`config.mk`:
```
export PLATFORM = sky130hd
export DESIGN_NAME = xb_io_txn_buffer
export DESIGN_NICKNAME = d
export VERILOG_FILES = /design/src/rtl/xb_io_txn_buffer.sv
export SDC_FILE = /design/constraint.sdc
export NUM_CORES = 1
export LEC_CHECK = 0
export BUFFER_PORTS_ARGS = -buffer_cell sky130_fd_sc_hd__buf_4
export CAP_MARGIN = 15
export CORE_ASPECT_RATIO = 1.1
export CORE_UTILIZATION = 56
export CTS_BUF_LIST = sky130_fd_sc_hd__clkbuf_8
export DETAILED_ROUTE_END_ITERATION = 6
export PLACE_DENSITY_LB_ADDON = 0.08
export SLEW_MARGIN = 20
export SYNTH_ARGS = -nofsm -noshare
export SYNTH_HDL_FRONTEND = slang
export SYNTH_SLANG_ARGS = --single-unit
```
`constraint.sdc`:
```
create_clock -name clk -period 3.7 [get_ports clk]
set_input_delay 0.185 -clock clk [delete_from_list [all_inputs] [get_ports clk]]
set_output_delay 0.185 -clock clk [all_outputs]
set_load 0.02 [all_outputs]
```
`src/rtl/xb_io_txn_buffer.sv`:
```
// IO-bus transaction capture: address-window match per channel, records queued in a FIFO
// drained by valid/ready. Optional timestamp field enabled by XB_TXN_TIMESTAMP_EN.
module xb_io_txn_buffer #(
  parameter int NUM_CH = 4,
  parameter int ADDR_W = 6,
  parameter int DATA_W = 8,
  parameter int DEPTH  = 16,
  parameter int TS_W   = 16,
  localparam int CH_W  = (NUM_CH > 1) ? $clog2(NUM_CH) : 1,
  localparam int LVL_W = $clog2(DEPTH) + 1,
`ifdef XB_TXN_TIMESTAMP_EN
  localparam int TS_BITS = TS_W,
`else
  localparam int TS_BITS = TS_W * 0,
`endif
  localparam int REC_W = TS_BITS + CH_W + 1 + ADDR_W + DATA_W
) (
  input  logic                     clk,
  input  logic                     nrst,
  input  logic                     en16mhz,
  input  logic                     clear,
  input  logic [ADDR_W-1:0]        io_adr,
  input  logic                     io_re,
  input  logic                     io_we,
  input  logic [DATA_W-1:0]        io_wdata,
  input  logic [DATA_W-1:0]        io_rdata,
  input  logic [NUM_CH*ADDR_W-1:0] ch_base,
  input  logic [NUM_CH*ADDR_W-1:0] ch_mask,
  input  logic [NUM_CH-1:0]        ch_en,
  output logic                     rec_valid,
  input  logic                     rec_ready,
  output logic [REC_W-1:0]         rec_data,
  output logic [LVL_W-1:0]         level,
  output logic                     overflow,
  output logic [7:0]               drop_cnt
);

  localparam int PTR_W = $clog2(DEPTH);

  logic              s1_re;
  logic              s1_we;
  logic [ADDR_W-1:0] s1_adr;
  logic [DATA_W-1:0] s1_wdata;
  logic [DATA_W-1:0] s1_rdata;

`ifdef XB_TXN_TIMESTAMP_EN
  logic [TS_W-1:0] ts_cnt;
  logic [TS_W-1:0] s1_ts;

  always_ff @(posedge clk or negedge nrst) begin
    if (!nrst) begin
      ts_cnt <= '0;
      s1_ts  <= '0;
    end else if (clear) begin
      ts_cnt <= '0;
      s1_ts  <= '0;
    end else begin
      s1_ts <= ts_cnt;
      if (en16mhz) ts_cnt <= ts_cnt + TS_W'(1);
    end
  end
`else
  logic unused_en16mhz;
  assign unused_en16mhz = en16mhz;
`endif

  // Stage 1: pure capture, so the match logic never sees raw bus timing.
  always_ff @(posedge clk or negedge nrst) begin
    if (!nrst) begin
      s1_re    <= 1'b0;
      s1_we    <= 1'b0;
      s1_adr   <= '0;
      s1_wdata <= '0;
      s1_rdata <= '0;
    end else if (clear) begin
      s1_re    <= 1'b0;
      s1_we    <= 1'b0;
      s1_adr   <= '0;
      s1_wdata <= '0;
      s1_rdata <= '0;
    end else begin
      s1_re    <= io_re;
      s1_we    <= io_we;
      s1_adr   <= io_adr;
      s1_wdata <= io_wdata;
      s1_rdata <= io_rdata;
    end
  end

  logic            hit;
  logic [CH_W-1:0] hit_ch;

  // Walk downwards so the lowest hitting channel is the last assignment.
  always_comb begin
    hit    = 1'b0;
    hit_ch = '0;
    for (int i = NUM_CH - 1; i >= 0; i--) begin
      if (ch_en[i] &&
          (((s1_adr ^ ch_base[i*ADDR_W +: ADDR_W]) & ch_mask[i*ADDR_W +: ADDR_W]) == '0)) begin
        hit    = 1'b1;
        hit_ch = CH_W'(i);
      end
    end
  end

  logic              push;
  logic [DATA_W-1:0] s1_data;
  logic [REC_W-1:0]  rec_in;

  assign push    = hit && (s1_re || s1_we);
  assign s1_data = s1_we ? s1_wdata : s1_rdata;
`ifdef XB_TXN_TIMESTAMP_EN
  assign rec_in  = {s1_ts, hit_ch, s1_we, s1_adr, s1_data};
`else
  assign rec_in  = {hit_ch, s1_we, s1_adr, s1_data};
`endif

  logic [REC_W-1:0] mem [DEPTH];
  logic [PTR_W-1:0] wptr;
  logic [PTR_W-1:0] rptr;
  logic             full;
  logic             pop;
  logic             wr;
  logic             drop;

  assign full = (level == LVL_W'(DEPTH));
  assign pop  = rec_valid && rec_ready;
  // When full, a same-cycle pop frees the slot the write pointer is aimed at.
  assign wr   = push && (!full || pop);
  assign drop = push && full && !pop;

  always_ff @(posedge clk) begin
    if (wr && !clear) mem[wptr] <= rec_in;
  end

  always_ff @(posedge clk or negedge nrst) begin
    if (!nrst) begin
      wptr     <= '0;
      rptr     <= '0;
      level    <= '0;
      overflow <= 1'b0;
      drop_cnt <= '0;
    end else if (clear) begin
      wptr     <= '0;
      rptr     <= '0;
      level    <= '0;
      overflow <= 1'b0;
      drop_cnt <= '0;
    end else begin
      if (wr)  wptr <= wptr + PTR_W'(1);
      if (pop) rptr <= rptr + PTR_W'(1);
      if (wr && !pop)      level <= level + LVL_W'(1);
      else if (!wr && pop) level <= level - LVL_W'(1);
      if (drop) begin
        overflow <= 1'b1;
        if (drop_cnt != 8'hFF) drop_cnt <= drop_cnt + 8'd1;
      end
    end
  end

  // Gating by occupancy keeps rec_data at zero after reset/clear without resetting the array.
  assign rec_valid = (level != '0);
  assign rec_data  = rec_valid ? mem[rptr] : '0;

endmodule

```
==> metrics.md <==
| Metric | Value |
|---|---|
| Avg Cell Area, Syn | `18.88 um^2` |
| Cells along the critical path | `or4_1 > or2_2 > nand2_1 > nand3_1 > fa_1 > a21o_1 > a21oi_1 > mux2i_1 > a21oi_1 > a31oi_1` |
| Most frequent cells in the layout | `edfxtp_1, buf_4, mux4_2` |
| # DRC | `0` |
| Vias | `7,171` |
| Sequential fraction of the synthesis area | `0.7103` |
| First-pass GRT wire length | `42,220 um` |
| R2R Path End | `level[4]` |
| WL per Instance | `22.62 um` |
| Area Overhead vs Synth | `20.13%` |
| Pint | `around 6.6 mW` |
| Worst Hold Launch | `rec_ready` |
| Synth top area share | `0.6226` |
| Gate power share | `0.255` |
| FF-to-FF path depth | `10` |
| FF+latch area | `just over 9000 um^2` |
| CTS buffer count | `48` |
| Post-Place Cells | `1,109` |
| Die Area | `around 24,000 um^2` |
| Non-filler cells, final | `roughly 1,200` |
| Ys flop type | `edfxtp_1` |
| DRT iter0 DRCs | `535` |
| Max-slew violations | `0` |
| Multi-input gate area | `3715 um^2` |
| Reg power frac | `0.450` |
| All-layer global routing usage | `0.2410` |
| CP bufs+invs | `0` |
| Relative slew slack | `0.2523` |
| WS Path Type | `flop to flop` |
| Arrival time at the worst endpoint | `3.94 ns` |
| Filler cell count | `roughly 1,500` |
| Largest net degree at the start of global routing | `61` |
| Power share of the clock group | `0.295` |
| Number of buffers on the longest clock path | `3` |
| Placement-stage cell area | `between 10,000 and 15,000 um^2` |
| Top post-synthesis cells by area | `edfxtp_1, mux4_2, dfrtp_1` |
| Final Hold Viols | `0` |
| Syn Std Cell Area | `13,120 um^2` |
| I/O pins | `113` |
| Min-Delay Path Depth | `4` |
| Antenna Diode Count | `0` |
| Sw Share | `0.2818` |
| Number of global-route vias before repair | `7,615` |
| Yosys cell types | `41` |
| Fin nets | `a little under 1,000` |
| H-Tree Depth | `2` |
| Leakage power | `5.565 nW` |
| Yosys warnings | `0` |
| Syn_nets | `787` |
| Worst Setup End Kind | `flop` |
| Slowest-stage cell, CP | `or4_1` |
| Synth Register Bits | `318` |
| Power Density | `between 500 and 600 nW/um^2` |
| Antenna Violating Nets Remaining | `0` |
| Kind of start point of the critical path | `flop` |
| Period minus WS final | `3.478 ns` |
| Pre-CTS setup slack | `0.1552 ns` |
| Fin crit share | `0.9400` |
| Post-route cell area | `15,760 um^2` |
| FF-to-FF Start | `level[0]` |
| Clock slew at reported path FFs | `0.06 ns` |
| Post-CTS Setup Inserts | `0` |
| Peak fanout along the critical path | `10` |
| Max frequency | `287.5 MHz` |
| Async SR Flop Fraction | `0.1447` |
| Root Driver | `clkbuf_8` |
| Worst setup margin | `0.2220 ns` |
| Detailed Routing Iterations Pass 1 | `5` |
| Finish-stage setup viols | `0` |
| CP startpoint | `level[0]` |
| Number of synthesized flops with an enable pin | `272` |
| Effective utilization at floorplan | `0.5721` |
| Most used cell, CP | `a21oi_1` |
| PortBufs | `approximately 110` |
| Gate Count Post-Synth | `695` |
| Vias per cell | `5.878` |
| Clock skew | `about 0.013 ns` |
| Worst min-delay path class | `input port to flop` |
| Die W | `147.9 um` |
| Commonest non-fill, non-tap cell in the layout | `edfxtp_1` |
| Req. time, crit path | `approximately 4.2 ns` |
| Worst-Skew Late Latency | `0.55 ns` |
| FF-to-FF setup slack | `0.22 ns` |
| Post-synth top area cell | `edfxtp_1` |
| Fraction of layout cells with a size suffix above 1 | `0.3641` |
| Worst Hold End | `level[4]` |
| Initial antenna violation count | `0` |
| Hold WS | `about 0.064 ns` |
| DP HPWL | `about 17,000 um` |
| Sink Count | `318` |
| RSZ-0062 raised after global routing | `false` |
| Maxcap violations | `0` |
| Switching Power | `2.596 mW` |
| Worst stage delay on the critical path | `0.61 ns` |
| Status | `complete, no violations` |
| Worst-Margin Slew | `1.122 ns` |
| VDD IR max | `around 500 uV` |
| # rows | `58` |
| Congestion Overflow GR | `0` |
| GP Congestion | `between 0.7 and 0.8` |
| Post-Route WL | `27,600 um` |
| Worst path top cell family by delay | `simple AND/OR/NAND/NOR gates` |
| Die H | `162.5 um` |
| Core Box Area | `between 20,000 and 25,000 um^2` |
| CTS tree | `built` |
[synthesized netlist by cell type, drive strengths merged (10+ instances only)]
cell,n
edfxtp,272
mux4,85
dfrtp,46
nor2b,29
clkbuf,27
xor2,26
nor2,20
and2,18
nor3,16
nand2,15
nand2b,14
mux2,13
nand4,13
a21oi,12
buf,12
ha,10
nand3,10
[through the flow]
stage	utilization	power, mW	setup TNS (ns)
after floorplan	-	5.760	-20.03
after global placement	0.6365	6.526	0
after detailed placement	0.6365	6.588	0
after CTS	0.6871	9.314	0
after global routing	0.6873	9.598	0
final	0.6873	9.211	0
[cell families after synthesis]
family / count (synthesis) / share of synthesized area
AO/OA/AOI/OAI: 38 / 0.01993
XOR/XNOR: 29 / 0.01936
adder cells (fa/ha/maj): 11 / 0.01106
buffers and inverters: 41 / 0.01297
flip-flops: 318 / 0.7103
multiplexers: 102 / 0.1601
AND/OR/NAND/NOR: 156 / 0.06619
[registers in the layout (all words and copies together), names as in the netlist]
| register | count |
|---|---|
| overflow | 1 |
| s1_we | 1 |
| s1_adr | 6 |
| rptr | 4 |
| s1_wdata | 8 |
| level | 5 |
| mem | 272 |
| drop_cnt | 8 |
| wptr | 4 |
| s1_rdata | 8 |
| s1_re | 1 |
[worst reg2reg max path: stages, from the launching register on]
cell and delay, ns:
dfrtp_1 0.47, or4_1 0.61, or2_2 0.32, nand2_1 0.26
nand3_1 0.27, fa_1 0.47, a21o_1 0.19, a21oi_1 0.31
mux2i_1 0.25, a21oi_1 0.06, a31oi_1 0.18
[per-layer routing]
metal,wire (um),track usage,up-vias
li1,-,-,3168
met2,14360,0.4114,294
met1,10910,0.3194,3662
met4,561,0.08107,0
met5,0,0,-
met3,1766,0.03782,47
[area by class of cell]
cell class                      instances  area share
Sequential cell                       318      0.5918
Multi-Input combinational cell        336      0.2357
Timing Repair Buffer                  178     0.09035
Clock buffer                           52     0.04541
Tap cell                              300     0.02382
Clock inverter                         34     0.01246
Inverter                                2   0.0004763
[worst max-delay path by stage]
stage	to	slack (ns)	cells past startpoint
2_1_floorplan	mem[0][0]	-0.29	6
3_3_place_gp	level[4]	0.31	11
3_5_place_dp	level[4]	0.16	11
4_1_cts	level[4]	0.11	11
5_1_grt	level[4]	0.02	11
6_report	level[4]	0.22	10
[power groups by stage]
stage	Sequential, mW	Combinational, mW	Clock, mW
after global routing	4.17	2.52	2.91
after floorplan	4.13	1.63	0
after CTS	4.15	2.39	2.77
after detailed placement	4.23	2.36	0
final	4.15	2.35	2.71
after global placement	4.22	2.31	0
[what timing repair did]
action,in CTS,in global routing
gates resized for setup,0,2
hold endpoints to repair,70,0
hold buffers,25,0
endpoints found under the setup margin,0,1
(Power assumes the default switching activity.)
